[src/rtl/udiv_pkg.sv]
// udiv_pkg: shared state encoding and counter sizing
// for the sequential unsigned divider.
package udiv_pkg;

  typedef enum logic [1:0] {
    IDLE = 2'd0,
    RUN  = 2'd1,
    DONE = 2'd2
  } state_t;

  function automatic int cnt_w(input int w);
    return (w <= 2) ? 1 : $clog2(w);
  endfunction

endpackage

[src/rtl/udiv_seq_core_step.sv]
// udiv_step: one restoring-division iteration,
// shift in the next dividend bit and trial-subtract.
module udiv_step #(
  parameter int WIDTH = 10
) (
  input  logic [WIDTH:0]   rem_in,
  input  logic             q_msb,
  input  logic [WIDTH-1:0] d,
  output logic [WIDTH:0]   rem_out,
  output logic             q_bit
);

  logic [WIDTH:0] shl;
  logic [WIDTH:0] dx;

  assign shl = {rem_in[WIDTH-1:0], q_msb};
  assign dx  = {1'b0, d};

  always_comb begin
    q_bit   = 1'b0;
    rem_out = shl;
    if (shl >= dx) begin
      q_bit   = 1'b1;
      rem_out = shl - dx;
    end
  end

endmodule

[src/rtl/udiv_seq_core.sv]
// udiv_seq_core: iterative restoring unsigned divider.
// Option macro: UDIV_SEQ_EARLY_OUT_EN (a<b finishes on accept).
module udiv_seq_core
  import udiv_pkg::*;
#(
  parameter int WIDTH = 10
) (
  input  logic             clk,
  input  logic             rst_n,
  input  logic             enable,
  input  logic [WIDTH-1:0] a,
  input  logic [WIDTH-1:0] b,
  output logic             busy,
  output logic             done,
  output logic             valid,
  output logic             dbz,
  output logic [WIDTH-1:0] quotient,
  output logic [WIDTH-1:0] rem
);

  localparam int CW = cnt_w(WIDTH);

  state_t         state;
  state_t         state_d;
  logic [CW-1:0]  cnt;
  logic [WIDTH:0] r_q;
  logic [WIDTH:0] r_nx;
  logic [WIDTH-1:0] q_sh;
  logic [WIDTH-1:0] d_q;
  logic           q_bit;
  logic           accept;
  logic           last;
  logic           b_zero;
  logic           early;

  udiv_step #(
    .WIDTH(WIDTH)
  ) u_step (
    .rem_in (r_q),
    .q_msb  (q_sh[WIDTH-1]),
    .d      (d_q),
    .rem_out(r_nx),
    .q_bit  (q_bit)
  );

  assign last   = (cnt == CW'(WIDTH - 1));
  assign b_zero = (b == '0);

`ifdef UDIV_SEQ_EARLY_OUT_EN
  assign early = (a < b);
`else
  assign early = 1'b0;
`endif

  assign busy = (state == RUN);
  assign done = (state == DONE);

  always_comb begin
    state_d = state;
    accept  = 1'b0;
    unique case (1'b1)
      (state == RUN): begin
        if (last) state_d = DONE;
      end
      default: begin
        state_d = IDLE;
        if (enable) begin
          accept  = 1'b1;
          state_d = (b_zero || early) ? DONE : RUN;
        end
      end
    endcase
  end

  always_ff @(posedge clk or negedge rst_n) begin
    if (!rst_n) state <= IDLE;
    else        state <= state_d;
  end

  always_ff @(posedge clk or negedge rst_n) begin
    if (!rst_n) begin
      cnt      <= '0;
      r_q      <= '0;
      q_sh     <= '0;
      d_q      <= '0;
      valid    <= 1'b0;
      dbz      <= 1'b0;
      quotient <= '0;
      rem      <= '0;
    end else if (accept) begin
      cnt   <= '0;
      r_q   <= '0;
      q_sh  <= a;
      d_q   <= b;
      valid <= 1'b0;
      dbz   <= 1'b0;
      if (b_zero) begin
        dbz      <= 1'b1;
        quotient <= '1;
        rem      <= a;
      end else if (early) begin
        valid    <= 1'b1;
        quotient <= '0;
        rem      <= a;
      end
    end else if (state == RUN) begin
      cnt  <= cnt + CW'(1);
      r_q  <= r_nx;
      q_sh <= {q_sh[WIDTH-2:0], q_bit};
      // partial remainder is one bit wider; result drops the guard bit
      if (last) begin
        valid    <= 1'b1;
        quotient <= {q_sh[WIDTH-2:0], q_bit};
        rem      <= r_nx[WIDTH-1:0];
      end
    end
  end

endmodule

[config.mk]
export PLATFORM = sky130hd
export DESIGN_NAME = udiv_seq_core
export DESIGN_NICKNAME = d
export VERILOG_FILES = /design/src/rtl/udiv_pkg.sv /design/src/rtl/udiv_seq_core_step.sv /design/src/rtl/udiv_seq_core.sv
export SDC_FILE = /design/constraint.sdc
export NUM_CORES = 1
export LEC_CHECK = 0
export ABC_AREA = 1
export CELL_PAD_IN_SITES_DETAIL_PLACEMENT = 1
export CELL_PAD_IN_SITES_GLOBAL_PLACEMENT = 1
export CORE_ASPECT_RATIO = 0.75
export CORE_MARGIN = 5
export CORE_UTILIZATION = 35
export CTS_CLUSTER_DIAMETER = 150
export DETAILED_ROUTE_END_ITERATION = 8
export PLACE_DENSITY = 0.69
export SLEW_MARGIN = 25
export SYNTH_ARGS = -nofsm -noshare
export SYNTH_HDL_FRONTEND = slang
export SYNTH_HIERARCHICAL = 1
export SYNTH_SLANG_ARGS = --single-unit
[constraint.sdc]
create_clock -name clk -period 5.5 [get_ports clk]
set_clock_uncertainty 0.1 [all_clocks]
set_input_delay 1.375 -clock clk [delete_from_list [all_inputs] [get_ports clk]]
set_output_delay 1.375 -clock clk [all_outputs]
set_load 0.02 [all_outputs]
==> flow_summary.yaml <==
route:
  initialDrtViolationCount: 113
  via_count: 2874
  wirelength_um: 9300
  detail_route.first_pass.iterations: 5
  final_antenna_net_count: 0
  route.detailed.drc: 0
  wl_per_cell_um: 15.35
  drt-vias-per-instance: 4.743
critical_path:
  ff2ff_setup_slack_ns: 2.93
  worstSetupStartpointType: "flop"
  worstPathArrival_ns: 1.75
  crit_path_end_kind: "output port"
  worstPathMaxFanout: 26
  reg2reg_from: "r_q[1]"
  worstPathCellList: "inv_2 -> nand2_4 -> inv_4 -> clkdlybuf4s50_1"
  slowest_stage: "clkdlybuf4s50_1"
  critPathRequiredTime_ns: 4.03
  critical_path.reg2reg.endpoint: "rem[1]"
  critical_path_class: "flop to output port"
  r2r.worst_path.cells: 14
  critical-path-max-stage-delay_ns: 0.62
global_routing:
  grt_start_max_net_pins: 59
  initial_antenna_violation_count: 0
  overall_fraction_of_global_route_tracks_in_use: 0.1746
  gr-total-overflow: 0
  first_global_vias: 3059
  first_pass_grt_wire_length_um: 15550
sta:
  timing_worst_slew_pin_value_ns: 0.7473
  max-slew-margin-rel: 0.5018
  rsz0062_at_grt: "no"
  hold_viol: 0
  setup_tns_ns: 0
  slew_violations: 0
  max_freq_mhz: 310.5
  timing.final.crit_share: 0.5856
  setup_viol_count_final: 0
  final_period_minus_worst_setup_slack_ns: 3.221
floorplanning:
  num_io_pins: 47
  design.core.area_um2: 9084
  floorplan.rows: 30
  initial_utilization: 0.3599
  die_w_um: 121.6
  die_y_um: 93.70
  die_area_um2: 11390
clock_tree:
  postCtsHoldBufs: 0
  post-cts-setup-buffer-count: 0
  clock_path_buffers: 2
  cts-root-buf: "clkbuf_16"
  tritoncts: "built"
  worst_setup_hold_path_clk_slew_ns: 0.05
  cts_htree_levels: 3
  cts.repair.resized: 0
  tritoncts.num_buffers: 9
  cts_sinks: 58
  clk-insertion-delay-late_ns: 0.32
hold_path:
  whs_path_depth: 2
  hp-class: "flop to flop"
  hold_path.startpoint: "d_q[2]"
  worst_hold_path.endpoint: "d_q[2]"
place:
  place_congestion: 0.8029
  detailedPlacementHpwl_um: 6978
  port_buffers: 46
pwr:
  vdd_drop_max_mv: 0.2904
  power_leakage_uw: 0.002112
  pwr_density_cell_nw_per_um2: 777.0
synthesis:
  synthCells: 431
  syn_avg_cell_area_um2: 7.586
  mappedNetlistArea_um2: 3269
  mappedNetlistNets: 467
  synth_warn: 6
finish:
  post_route_cells_drive_above_1_share: 0.07322
  areaGrowthSynthToFinish_pct: 25.22
  postLayoutCoreUtil: 0.4507
  final_net_count: 509
  antenna-diode-count: 0
outcome:
  outcome: "complete, no violations"
job:
  drv_cap: 0
==> metrics by stage <==
step	setup WS [ns]	cells	instance area (um^2)	hold slack [ns]	power, uW
floorplan	3.207	431	3269	0.3419	2070
global placement	2.065	590	3790	0.3578	2568
detailed placement	1.986	590	3790	0.3694	2641
CTS	2.249	606	4089	0.3821	3221
global route	2.169	606	4094	0.4056	3483
finish	2.279	606	4094	0.3744	3181
==> power by group <==
group          switching, uW  internal [uW]
combinational           1160            675
sequential               137            650
clock                    188            375
total                   1480           1700
==> layout make-up <==
| class | count | area [um^2] |
|---|---|---|
| clock buffers | 14 | 264.0 |
| clock inverters | 2 | 35.03 |
| fillers | 1152 | 4990 |
| inverters | 66 | 250.2 |
| multi-input cells | 291 | 1470 |
| flip-flops and latches | 58 | 1451 |
| well taps | 128 | 160.2 |
| repair buffers | 47 | 462.9 |
==> cell usage in the layout, fill, tap and decap left out <==
master,n
ha_1,12
nand2_2,4
buf_4,1
a21oi_1,4
clkbuf_1,3
nand3_4,1
nand3_2,5
o22ai_1,1
clkbuf_16,9
nand4_1,1
nand3b_1,1
clkinv_2,1
xor2_1,2
nor2_8,1
nand3_1,30
nand2_4,2
o211ai_1,1
o21bai_1,1
dfrtp_1,58
nand2_1,162
clkbuf_8,2
xnor2_1,1
inv_4,1
o221ai_1,9
clkdlybuf4s50_1,45
nor2_1,19
mux2i_1,1
o21ai_0,29
nor2_2,1
a21oi_2,1
fa_1,1
nor3_1,1
bufinv_16,1
buf_2,1
inv_1,61
inv_2,4
==> sequential cells by signal (all words and copies together), names as in the netlist <==
register	cells
d_q	10
q_sh	10
quotient	10
r_q	10
rem	10
cnt	4
state	2
dbz	1
valid	1
==> per-layer routing <==
metal  global-route usage  vias to the layer above  share of wire
met2               0.2703                       52           0.45
met5                    0                        -              0
met1               0.2452                     1378           0.50
li1                     -                     1430              -
met4              0.04664                        0          0.014
met3              0.04154                       14          0.036
==> worst max-delay path, delay by kind of cell (launching register included) <==
| family | cells | cell delay (ns) |
|---|---|---|
| flip-flops | 1 | 0.38 |
| buffers and inverters | 3 | 0.86 |
| AND/OR/NAND/NOR | 1 | 0.18 |
==> worst max path at each step <==
stage               startpoint           to  slack (ns)  cells after the start
finish                state[1]         busy        2.28                      4
global route            enable       rem[5]        2.17                      7
CTS                   state[1]         busy        2.25                      4
detailed placement      enable       rem[0]        1.99                      7
global placement        enable       rem[0]        2.06                      7
floorplan                 b[5]  quotient[8]        3.21                      7
No activity file was read; power rests on OpenSTA's default activity.
==> patch (same flow settings) <==
The option `UDIV_SEQ_EARLY_OUT_EN` is turned on by a define.
--- a/src/rtl/udiv_seq_core.sv
+++ b/src/rtl/udiv_seq_core.sv
@@ -1,5 +1,7 @@
 // udiv_seq_core: iterative restoring unsigned divider.
 // Option macro: UDIV_SEQ_EARLY_OUT_EN (a<b finishes on accept).
+`define UDIV_SEQ_EARLY_OUT_EN
+
 module udiv_seq_core
   import udiv_pkg::*;
 #(
Check against the original RTL: not equivalent (a bounded check fails within 4 cycles, from zero or initial values and one cycle with rst_n low).
==> patch against the original RTL <==
Sequential cell count is the same; power shrank 14%; critical endpoint is now rem[3]$_DFFE_PN0P_; largest power group unchanged; wire length increased by 15%; clock power shrank 5.3%; area after synthesis increased by 10%; final area up 7.8%; setup slack got worse by 0.15 ns.
==> patch: results (changes against the original RTL) <==
Outcome
  • Status: complete, no violations

STA
  • Hold Fails Final Rpt: 0 (unchanged)
  • Slew headroom: 0.4896 (-0.01224)
  • Final setup vio count: 0 (unchanged)

CTS
  • Post-CTS sizing: 0 (unchanged)
  • Htree depth: 3 (unchanged)
  • Worst-skew pair later-pin latency: 0.32 ns (about the same)
  • Root Buffer: clkbuf_16
  • Max Root-Sink Buffers: 2 (unchanged)
  • CTS clk-pin slew, worst paths: 0.05 ns (about the same)
  • CTS buffer count: 9 (unchanged)
  • Setup Fix Bufs, Post-CTS: 0 (unchanged)

Detailed routing
  • Wire per inst: 16.04 um (+4.5%)
  • Drt pass-1 iters: 4 (-1)
  • Vias post-DR: 3242 (+13%)
  • Iter 0 DRT Violations: 153 (+35%)

Setup path
  • Largest delay share family, worst path: simple AND/OR/NAND/NOR gates
  • Cell at the slowest stage of the critical path: nand2_1
  • CP arrival: 3.53 ns (+1.78 ns)
  • Critical-path maximum fanout: 21 (-19%)
  • CP max stage delay: 0.49 ns (-0.13 ns)

Pwr
  • P_leak: 2.285 nW (+8.2%)
  • Peak VDD IR: 166.9 uV (-43%)

Worst hold path
  • Hold crit path type: reg2reg

Final layout
  • Proportion of layout cells with a drive suffix above 1: 0.1004 (+0.02716)
  • Antenna diodes: 0 (unchanged)
  • Filler cells: 1286 (+12%)
  • Nets@finish: 568 (+12%)

Global routing
  • Gr usage total: 0.1782 (+0.003594)
  • Largest net degree at the start of global routing: 59 (unchanged)
  • Met1 Track Usage GR: 0.2573 (+0.01215)
  • Initial antenna violation count: 0 (unchanged)
  • Busiest layer in global routing: met2
  • M3 GR Usage: 0.03827 (-0.003269)
  • Number of global-route vias before repair: 3411 (+12%)
  • GR Layer Usage met2: 0.2772 (+0.006891)
  • First-pass GRT wire length: 17790 um (+14%)

Logic synthesis
  • Synth warnings: 6 (unchanged)
  • Mapped Nets: 528 (+13%)

Placement
  • IO buf count: 46 (unchanged)
  • Dpl hpwl: 8366 um (+20%)
  • DP Area: 4121 um^2 (+8.7%)
  • Final GP Congestion: 0.7977 (-0.65%)
## patch: where the power goes
part | switching [mW] | internal, mW | total [mW]
clock network | 0.193 | 0.340 | 0.533
registers | 0.125 | 0.614 | 0.740
logic | 0.928 | 0.531 | 1.46
total | 1.25 | 1.49 | 2.73
## patch: through the flow
step                power, mW  setup WS (ns)  hold slack [ns]  utilization  std cells
floorplan               1.729          2.841           0.3486            -        483
global route            2.964          1.954           0.4097       0.4339        664
CTS                     2.767          2.150           0.3864       0.4339        664
detailed placement      2.217          1.823           0.3782       0.4053        648
global placement        2.169          1.944           0.3707       0.4053        648
finish                  2.731          2.125           0.3864       0.4339        664
## patch: final timing paths
path / start / end / slack, ns / cells past startpoint
setup / recovery: b[9] / rem[3]$_DFFE_PN0P_ / 2.13 / 9
min in group asynchronous: rst_n / r_q[9]$_DFFE_PN0P_ / 1.11 / 2
hold / removal: cnt[3]$_DFFE_PN0P_ / cnt[3]$_DFFE_PN0P_ / 0.39 / 1
hold reg to reg: cnt[3]$_DFFE_PN0P_ / cnt[3]$_DFFE_PN0P_ / 0.39 / 1
setup reg to reg: q_sh[9]$_DFFE_PN0P_ / rem[8]$_DFFE_PN0P_ / 2.77 / 15
max in group asynchronous: rst_n / dbz$_DFFE_PN0P_ / 3.68 / 2
## patch: per-layer routing
metal  wire length [um]  part of all wire
met1               5493              0.52
met2               4710              0.44
met3                386             0.036
met4                 62            0.0058
met5                  0                 0
## patch: final cells by class
type	instances	area [um^2]	share of cell area
clock buffer	12	266.5	0.06039
tap	136	170.2	0.03856
multi-input combinational	344	1797	0.4071
inverter	62	232.7	0.05274
timing repair buffer	48	470.5	0.1066
sequential	58	1451	0.3289
clock inverter	4	25.02	0.005671
